--- config.mk ---
export PLATFORM = sky130hd
export DESIGN_NAME = wb_master_bridge_flat
export DESIGN_NICKNAME = d
export VERILOG_FILES = /design/src/rtl/wb_pkg.sv /design/src/rtl/wishbone_bus_if.sv /design/src/rtl/wb_master_bridge.sv /design/src/flat_wrapper.sv
export SDC_FILE = /design/constraint.sdc
export NUM_CORES = 1
export LEC_CHECK = 0
export ABC_AREA = 1
export CAP_MARGIN = 20
export CORE_MARGIN = 2
export CORE_UTILIZATION = 40
export DETAILED_ROUTE_END_ITERATION = 10
export PLACE_DENSITY = 0.83
export SLEW_MARGIN = 25
export SYNTH_ARGS = -nofsm -noshare
export SYNTH_HDL_FRONTEND = slang
export SYNTH_SLANG_ARGS = --single-unit
--- constraint.sdc ---
create_clock -name clock -period 1.6 [get_ports clock]
set_clock_uncertainty 0.1 [all_clocks]
set_input_delay 0.24 -clock clock [delete_from_list [all_inputs] [get_ports clock]]
set_output_delay 0.24 -clock clock [all_outputs]
set_load 0.01 [all_outputs]
--- src/rtl/wb_pkg.sv ---
// Shared Wishbone definitions: bridge FSM states, request record and default bus widths
// used by wb_master_bridge and wb_xbar.
package wb_pkg;

   localparam int WB_ADR_WIDTH = 32;
   localparam int WB_DAT_WIDTH = 32;
   localparam int WB_SEL_WIDTH = WB_DAT_WIDTH / 8;

   typedef enum logic [1:0] {
      WB_IDLE = 2'd0,
      WB_BUS  = 2'd1,
      WB_RESP = 2'd2
   } wb_state_t;

   typedef struct packed {
      logic [WB_ADR_WIDTH-1:0] adr;
      logic                    we;
      logic [WB_DAT_WIDTH-1:0] datwr;
      logic [WB_SEL_WIDTH-1:0] sel;
   } wb_req_t;

endpackage

--- src/rtl/wishbone_bus_if.sv ---
// Wishbone classic-cycle bus bundle with master and slave views.
interface wishbone_bus_if
   import wb_pkg::*;
#(
   parameter int adr_width = WB_ADR_WIDTH,
   parameter int dat_width = WB_DAT_WIDTH,
   parameter int sel_width = dat_width / 8
) ();

   logic                 cyc;
   logic                 stb;
   logic                 we;
   logic [adr_width-1:0] adr;
   logic [dat_width-1:0] datwr;
   logic [sel_width-1:0] sel;
   logic                 ack;
   logic [dat_width-1:0] datrd;

   modport m_modport (
      output cyc, stb, we, adr, datwr, sel,
      input  ack, datrd
   );

   modport s_modport (
      input  cyc, stb, we, adr, datwr, sel,
      output ack, datrd
   );

endinterface

--- src/rtl/wb_master_bridge.sv ---
// Core valid/ready request -> single Wishbone classic transfer -> valid/ready response.
// Optional ack timeout with resp_err: define WB_MASTER_BRIDGE_TIMEOUT_EN.
//
// state   | meaning
// --------+-----------------------------------------------------------
// WB_IDLE | waiting for a core request, req_ready=1
// WB_BUS  | cyc/stb asserted, waiting for ack (or timeout)
// WB_RESP | resp_valid=1, holding the response until resp_ready
module wb_master_bridge
   import wb_pkg::*;
#(
   parameter int adr_width = WB_ADR_WIDTH,
   parameter int dat_width = WB_DAT_WIDTH,
   parameter int sel_width = dat_width / 8
`ifdef WB_MASTER_BRIDGE_TIMEOUT_EN
   ,
   parameter int timeout_cycles = 255
`endif
) (
   input  logic                 clock,
   input  logic                 reset,
   input  logic                 req_valid,
   output logic                 req_ready,
   input  logic [adr_width-1:0] req_adr,
   input  logic                 req_we,
   input  logic [dat_width-1:0] req_datwr,
   input  logic [sel_width-1:0] req_sel,
   output logic                 resp_valid,
   input  logic                 resp_ready,
   output logic [dat_width-1:0] resp_datrd,
`ifdef WB_MASTER_BRIDGE_TIMEOUT_EN
   output logic                 resp_err,
`endif
   wishbone_bus_if.m_modport    wb
);

   wb_state_t state;

`ifdef WB_MASTER_BRIDGE_TIMEOUT_EN
   localparam int cnt_width = $clog2(timeout_cycles + 1);
   // Down-counter loaded on BUS entry; the cycle it sits at zero is the limit cycle.
   localparam logic [cnt_width-1:0] cnt_load = cnt_width'(timeout_cycles - 1);
   logic [cnt_width-1:0] tmo_cnt;
`endif

   always_ff @(posedge clock) begin
      if (!reset) begin
         state      <= WB_IDLE;
         req_ready  <= 1'b0;
         resp_valid <= 1'b0;
         resp_datrd <= '0;
         wb.cyc     <= 1'b0;
         wb.stb     <= 1'b0;
         wb.we      <= 1'b0;
         wb.adr     <= '0;
         wb.datwr   <= '0;
         wb.sel     <= '0;
`ifdef WB_MASTER_BRIDGE_TIMEOUT_EN
         resp_err   <= 1'b0;
         tmo_cnt    <= '0;
`endif
      end else begin
         case (state)
            WB_IDLE: begin
               if (req_valid && req_ready) begin
                  state     <= WB_BUS;
                  req_ready <= 1'b0;
                  wb.cyc    <= 1'b1;
                  wb.stb    <= 1'b1;
                  wb.we     <= req_we;
                  wb.adr    <= req_adr;
                  wb.datwr  <= req_we ? req_datwr : '0;
                  wb.sel    <= req_we ? req_sel : '1;
`ifdef WB_MASTER_BRIDGE_TIMEOUT_EN
                  tmo_cnt   <= cnt_load;
`endif
               end else begin
                  req_ready <= 1'b1;
               end
            end
            WB_BUS: begin
               if (wb.ack) begin
                  state      <= WB_RESP;
                  resp_valid <= 1'b1;
                  resp_datrd <= wb.we ? '0 : wb.datrd;
                  wb.cyc     <= 1'b0;
                  wb.stb     <= 1'b0;
                  wb.we      <= 1'b0;
                  wb.adr     <= '0;
                  wb.datwr   <= '0;
                  wb.sel     <= '0;
               end
`ifdef WB_MASTER_BRIDGE_TIMEOUT_EN
               else if (tmo_cnt == '0) begin
                  state      <= WB_RESP;
                  resp_valid <= 1'b1;
                  resp_err   <= 1'b1;
                  resp_datrd <= '0;
                  wb.cyc     <= 1'b0;
                  wb.stb     <= 1'b0;
                  wb.we      <= 1'b0;
                  wb.adr     <= '0;
                  wb.datwr   <= '0;
                  wb.sel     <= '0;
               end else begin
                  tmo_cnt <= tmo_cnt - 1'b1;
               end
`endif
            end
            WB_RESP: begin
               if (resp_ready) begin
                  state      <= WB_IDLE;
                  resp_valid <= 1'b0;
                  resp_datrd <= '0;
                  req_ready  <= 1'b1;
`ifdef WB_MASTER_BRIDGE_TIMEOUT_EN
                  resp_err   <= 1'b0;
`endif
               end
            end
            default: begin
               state     <= WB_IDLE;
               req_ready <= 1'b0;
            end
         endcase
      end
   end

endmodule

--- src/flat_wrapper.sv ---
// flat-port wrapper written by rule: the top's interface ports become plain ports
module wb_master_bridge_flat import wb_pkg::*;
#(
   parameter int adr_width = WB_ADR_WIDTH,
   parameter int dat_width = WB_DAT_WIDTH,
   parameter int sel_width = dat_width / 8

)
  (clock, reset, req_valid, req_ready, req_adr, req_we, req_datwr, req_sel, resp_valid, resp_ready, resp_datrd, wb_cyc, wb_stb, wb_we, wb_adr, wb_datwr, wb_sel, wb_ack, wb_datrd);
  wishbone_bus_if #(.adr_width(adr_width), .dat_width(dat_width), .sel_width(sel_width)) wb_i ();
  input  logic clock;
  input  logic reset;
  input  logic req_valid;
  output logic req_ready;
  input  logic [adr_width-1:0] req_adr;
  input  logic req_we;
  input  logic [dat_width-1:0] req_datwr;
  input  logic [sel_width-1:0] req_sel;
  output logic resp_valid;
  input  logic resp_ready;
  output logic [dat_width-1:0] resp_datrd;
  output wire logic [$bits(wb_i.cyc)-1:0] wb_cyc;
  output wire logic [$bits(wb_i.stb)-1:0] wb_stb;
  output wire logic [$bits(wb_i.we)-1:0] wb_we;
  output wire logic [$bits(wb_i.adr)-1:0] wb_adr;
  output wire logic [$bits(wb_i.datwr)-1:0] wb_datwr;
  output wire logic [$bits(wb_i.sel)-1:0] wb_sel;
  input wire logic [$bits(wb_i.ack)-1:0] wb_ack;
  input wire logic [$bits(wb_i.datrd)-1:0] wb_datrd;
  assign wb_cyc = wb_i.cyc;
  assign wb_stb = wb_i.stb;
  assign wb_we = wb_i.we;
  assign wb_adr = wb_i.adr;
  assign wb_datwr = wb_i.datwr;
  assign wb_sel = wb_i.sel;
  assign wb_i.ack = wb_ack;
  assign wb_i.datrd = wb_datrd;
  wb_master_bridge #(.adr_width(adr_width), .dat_width(dat_width), .sel_width(sel_width)) u_core (.clock(clock), .reset(reset), .req_valid(req_valid), .req_ready(req_ready), .req_adr(req_adr), .req_we(req_we), .req_datwr(req_datwr), .req_sel(req_sel), .resp_valid(resp_valid), .resp_ready(resp_ready), .resp_datrd(resp_datrd), .wb(wb_i));
endmodule
== Yosys cells after proc, flatten, opt, wreduce, memory -nomap -nowiden ==
Index checks and enable logic that the tools add are counted.

* Flip-flop bits (word level): 106
* Input port bits: 106
* Output and inout bits: 105
* Logic and storage cells: 52

* Equal/unequal tests: 5
* Multiplexer cells: 29
* Bitwise logic cells: 1
* Reduce and logical (&&, ||, !) cells: 8

{| class="wikitable"
|+ Operators by type and width
! operator !! number
|-
| $mux 32 || 7
|-
| $pmux 32 s2 || 3
|-
| $mux 4 || 3
|-
| $reduce_and 3->1 || 3
|-
| $pmux 4 s2 || 1
|-
| $mux 1 || 7
|-
| $mux 2 || 3
|-
| $pmux 1 s2 || 3
|-
| $pmux 2 s3 || 1
|-
| $ne 2x2->1 const B || 2
|-
| $reduce_bool 2->1 || 2
|-
| $pmux 1 s3 || 1
|-
| $eq 2x1->1 const B || 1
|-
| $eq 2x2->1 const B || 1
|-
| $logic_not 2->1 || 1
|-
| $ne 2x1->1 const B || 1
|-
| $reduce_and 2->1 || 1
|-
| $logic_and 1x1->1 || 1
|-
| $not 1->1 || 1
|}

== Logic depth before layout (Yosys ltp) ==
* Word-level depth: 3
* Depth in mapped cells: 9
* Depth with buffers taken out: 7

== Least setup slack after synthesis ==
No wires, ideal clock.

* Path kind: reg-to-reg
* Start point: register u_core.state[1]
* End point: register u_core.wb.adr[13]
* Setup time: 132 ps
* Arrival: 1136 ps
* Data required time: 1368 ps
* Slack: 232 ps
* Stages on the path, launching flop included: 8
* Path buffers: 3
* Clock period less this slack: 1368 ps
* Cells stage by stage: dfxtp_1 -> buf_4 -> nor2_2 -> nand2_1 -> buf_4 -> buf_2 -> nand3_1 -> a21oi_1

* Word-level cells in the longest chain between the ends: 3
* Elaborated cells on any way between the ends: 7
* Classes of those cells: 3 x eq/ne; 1 x mux; 3 x reduce/logical

{| class="wikitable"
|+ Ends and longest elaborated chain
! what !! line !! text
|-
| from (decl) || wb_master_bridge.sv:37 || <nowiki>wb_state_t state;</nowiki>
|-
| from (signal assigned) || wb_master_bridge.sv:48 || <nowiki>state <= WB_IDLE;</nowiki>
|-
| from (signal assigned) || wb_master_bridge.sv:66 || <nowiki>state <= WB_BUS;</nowiki>
|-
| from (signal assigned) || wb_master_bridge.sv:83 || <nowiki>state <= WB_RESP;</nowiki>
|-
| $eq 2x1->1 / $logic_not 2->1 (equally long branches) || wb_master_bridge.sv:63 || <nowiki>case (state)</nowiki>
|-
| $ne 2x2->1 (no source line) (tied with other cells) || -- ||
|-
| $reduce_and 3->1 (no source line) || -- ||
|-
| to (signal assigned) || wb_master_bridge.sv:71 || <nowiki>wb.adr <= req_adr;</nowiki>
|-
| to (decl) || wishbone_bus_if.sv:20 || <nowiki>output cyc, stb, we, adr, datwr, sel,</nowiki>
|}

Parallel ways exist; a longest one is shown, timed or not.
A chain may end at the register's enable or synchronous reset.

== Worst setup path after layout ==
* Start point: register u_core.wb.datwr[14]
* End point: output wb_datwr[14]

{| class="wikitable"
|+ RTL lines
! what !! line !! text
|-
| from (decl) || wishbone_bus_if.sv:20 ||
|-
| from (signal assigned) || wb_master_bridge.sv:72 || <nowiki>wb.datwr <= req_we ? req_datwr : '0;</nowiki>
|-
| to (decl) || flat_wrapper.sv:26 || <nowiki>output wire logic [$bits(wb_i.datwr)-1:0] wb_datwr;</nowiki>
|}

No word-level cell between the ends.

==> out/results.tsv <==
stage	metric	value	unit
layout	layout-drive-gt1-share	0.0542	
floorplan	start_util	0.408	
pwr	p_total	7.11	mW
pwr	p_clk_frac	0.378	
critical_path	regToRegSetupSlack	200	ps
floorplan	chipWidth	111	microns
route	dr.pass1.iters	4	
place	dp_cells	975	
cts	cts_max_path_buffers	2	
worst_hold_path	holdCritPathClass	input pin to flop	
floorplan	die_h	111	microns
global_route	grt_pass1_wl	21.9	mm
critical_path	worstPathRequired	1260	ps
layout	syn_to_final_growth	60.2	%
critical_path	crit_path_max_fanout	2	
yosys	ys_seq_area_frac	0.460	
floorplan	die_area	0.0124	sq mm
cts	clock_sinks	106	
place	hpwl	8.77	mm
floorplan	rows	39	
route	ant_nets	0	
critical_path	crit_arrival	1240	ps
cts	clk_pin_slew	70	ps
pwr	p_leak	3.83	nW
cts	cts_made_buffers	9	
place	port-buffer-count	210	
global_route	grt_max_degree	65	
run_status	status	finished, final reports clean	
run	drv_cap	0	
global_route	overflow	0	
critical_path	startpoint_type	flop	
critical_path	worst-r2r-cell-count	6	
pwr	p_per_area	961	mW/mm^2
yosys	synth_area	0.00462	sq mm
critical_path	end_kind	output pin	
critical_path	cp_top_family	buffers and inverters	
critical_path	cp_slowest_cell	clkdlybuf4s50_1	
timing	max_freq	632	MHz
cts	root_buffer	clkbuf_16	
yosys	yosys.area.top_type	dfxtp_1	
pwr	internal-power	5.32	mW
place	gp_congestion	0.788	
layout	final_nets	949	
yosys	ys.warnings.count	0	
timing	fin_crit_sh	0.989	
pwr	ir_worst_vdd	0.713	mV
yosys	yosys-top-cells-area	dfxtp_1 46%, nand3_1 13%, nand2_1 12%	
critical_path	cp_num_buf_inv	1	
critical_path	reg2reg_from	u_core.state[1]	
worst_hold_path	hp-start	reset	
yosys	synth_cells	659	
global_route	grt_pass1_vias	4437	
yosys	syn_nets	765	
timing	setup_viol	0	
cts	cts_hold_buffers	0	
global_route	grtUsageMet2	0.330	
floorplan	ios	211	
cts	cts_htree_levels	3	
yosys	synth.distinct_cells	19	
timing	hold_violations	0	
pwr	seqPwrFrac	0.411	
critical_path	cp_cell_sequence	clkdlybuf4s50_1	
global_route	busiest_layer	met2	
route	viasPerCell	4.93	
critical_path	path_class	flop to output pin	
timing	rsz0062_at_grt	no	
timing	fin_crit	1580	ps
global_route	met1_usage	0.284	
timing	report.final.slew_viol_count	0	
cts	clk-insertion-delay-late	350	ps
layout	finalNonFillerCells	991	
cts	tritoncts	yes	
yosys	avgSynthCellArea	7.01	sq um
layout	n_antenna_cell	0	
yosys	synthDominantCellAreaShare	0.460	
floorplan	core	0.0113	sq mm
global_route	use_met3	0.0550	
timing	worst_slew_pin_slew	402	ps
route	drtIter0Drc	349	
pwr	pwr-share-comb	0.211	
route	num_vias	4889	
route	wl_per_cell	13.6	microns
pwr	p_switching	1.79	mW
layout	n_fill_cell	978	
global_route	grt_antenna_before_repair	0	
critical_path	critPathMaxStageDelay	560	ps
worst_hold_path	min_delay_path_depth	4	
worst_hold_path	holdPathEnd	u_core.resp_datrd[30]	
yosys	yosys_register_bits	106	
timing	max_slew_margin	0.732	
route	drc	0	
route	drt_wl_total	13.5	mm
pwr	sw_frac_of_total	0.251	
critical_path	r2r_end	u_core.resp_datrd[16]	
global_route	grt_util_all_layers	0.212	
-- layout make-up --
| cell class | instances | area (sq um) | area share |
|---|---|---|---|
| Timing Repair Buffer | 231 | 2500 | 0.338 |
| Multi-Input combinational cell | 477 | 2160 | 0.292 |
| Sequential cell | 106 | 2120 | 0.287 |
| Clock buffer | 9 | 225 | 0.0305 |
| Tap cell | 143 | 179 | 0.0242 |
| Clock inverter | 7 | 141 | 0.0191 |
| Inverter | 18 | 67.6 | 0.00914 |
-- what timing repair did --
item,in CTS,in global routing
gates resized for setup,12,44
setup buffers,0,0
setup endpoints to repair,12,44
cloned,0,0
-- cells in the mapped netlist --
library cell,instances
nand2_1,143
nor2_1,121
nand3_1,120
dfxtp_1,106
a21oi_1,61
clkbuf_1,26
nand3b_1,26
buf_2,21
inv_1,16
buf_4,9
buf_1,2
clkinv_1,1
inv_2,1
nand2_2,1
nand3_2,1
nand3_4,1
nor2_2,1
nor2_4,1
or2_2,1
-- stage by stage --
step	worst slack [ps]	hold slack, ps	utilization	instance area, sq um	setup TNS (ps)
floorplan	232	302	-	4620	0
global placement	-29.7	349	0.612	6930	-679
CTS	0.365	269	0.643	7280	0
global route	0.462	291	0.653	7390	0
detailed placement	-66.7	360	0.612	6930	-2080
finish	17.6	272	0.653	7390	0
-- cell families (layout without fill, tap and decap cells) --
kind of cell | count (synthesis) | in the layout | share of synthesized area
simple gates | 416 | 416 | 0.399
flops | 106 | 106 | 0.460
buf+inv | 76 | 265 | 0.0748
compound gates | 61 | 61 | 0.0661
-- worst max-delay path by stage --
| stage | startpoint | endpoint | slack, ps | cells after the start |
|---|---|---|---|---|
| after floorplan | u_core.state[1] | u_core.wb.adr[13] | 230 | 7 |
| after global placement | req_valid | u_core.wb.datwr[25] | -30 | 7 |
| after detailed placement | req_valid | u_core.wb.datwr[25] | -70 | 7 |
| after CTS | u_core.resp_valid | resp_valid | 0.4 | 1 |
| after global routing | u_core.wb.datwr[11] | wb_datwr[11] | 0.5 | 1 |
| final | u_core.wb.datwr[14] | wb_datwr[14] | 20 | 1 |
-- cells in the final DEF, fill, tap and decap left out, drive strengths merged --
cell and count:
clkbuf 9, dlygate4sd2 12, nand3 122, dlymetal6s2s 44
bufinv 4, clkinvlp 1, clkinv 3, clkdlybuf4s50 153
or2 1, inv 17, nor2 123, buf 22
dfxtp 106, nand3b 26, nand2 144, a21oi 61
-- state kept, by name, indices dropped and copies added (netlist names) --
name	flops
u_core.resp_valid	1
u_core.resp_datrd	32
u_core.wb.cyc	1
u_core.wb.datwr	32
u_core.req_ready	1
u_core.wb.sel	4
u_core.wb.adr	32
u_core.state	2
u_core.wb.we	1
-- power groups by stage --
| stage | clock [mW] | sequential, mW | combinational, mW |
|---|---|---|---|
| floorplan | 0 | 3.06 | 0.633 |
| global placement | 0 | 2.98 | 1.52 |
| detailed placement | 0 | 2.98 | 1.53 |
| CTS | 2.74 | 2.92 | 1.53 |
| global route | 2.85 | 2.94 | 1.64 |
| finish | 2.69 | 2.92 | 1.50 |
-- routing by layer --
metal  vias to the layer above  routed length, microns
met4                         0                     307
met2                       155                    6140
met5                         -                       0
met3                        22                     984
li1                       2493                       -
met1                      2219                    6030
Power figures use the tool's default switching activity.
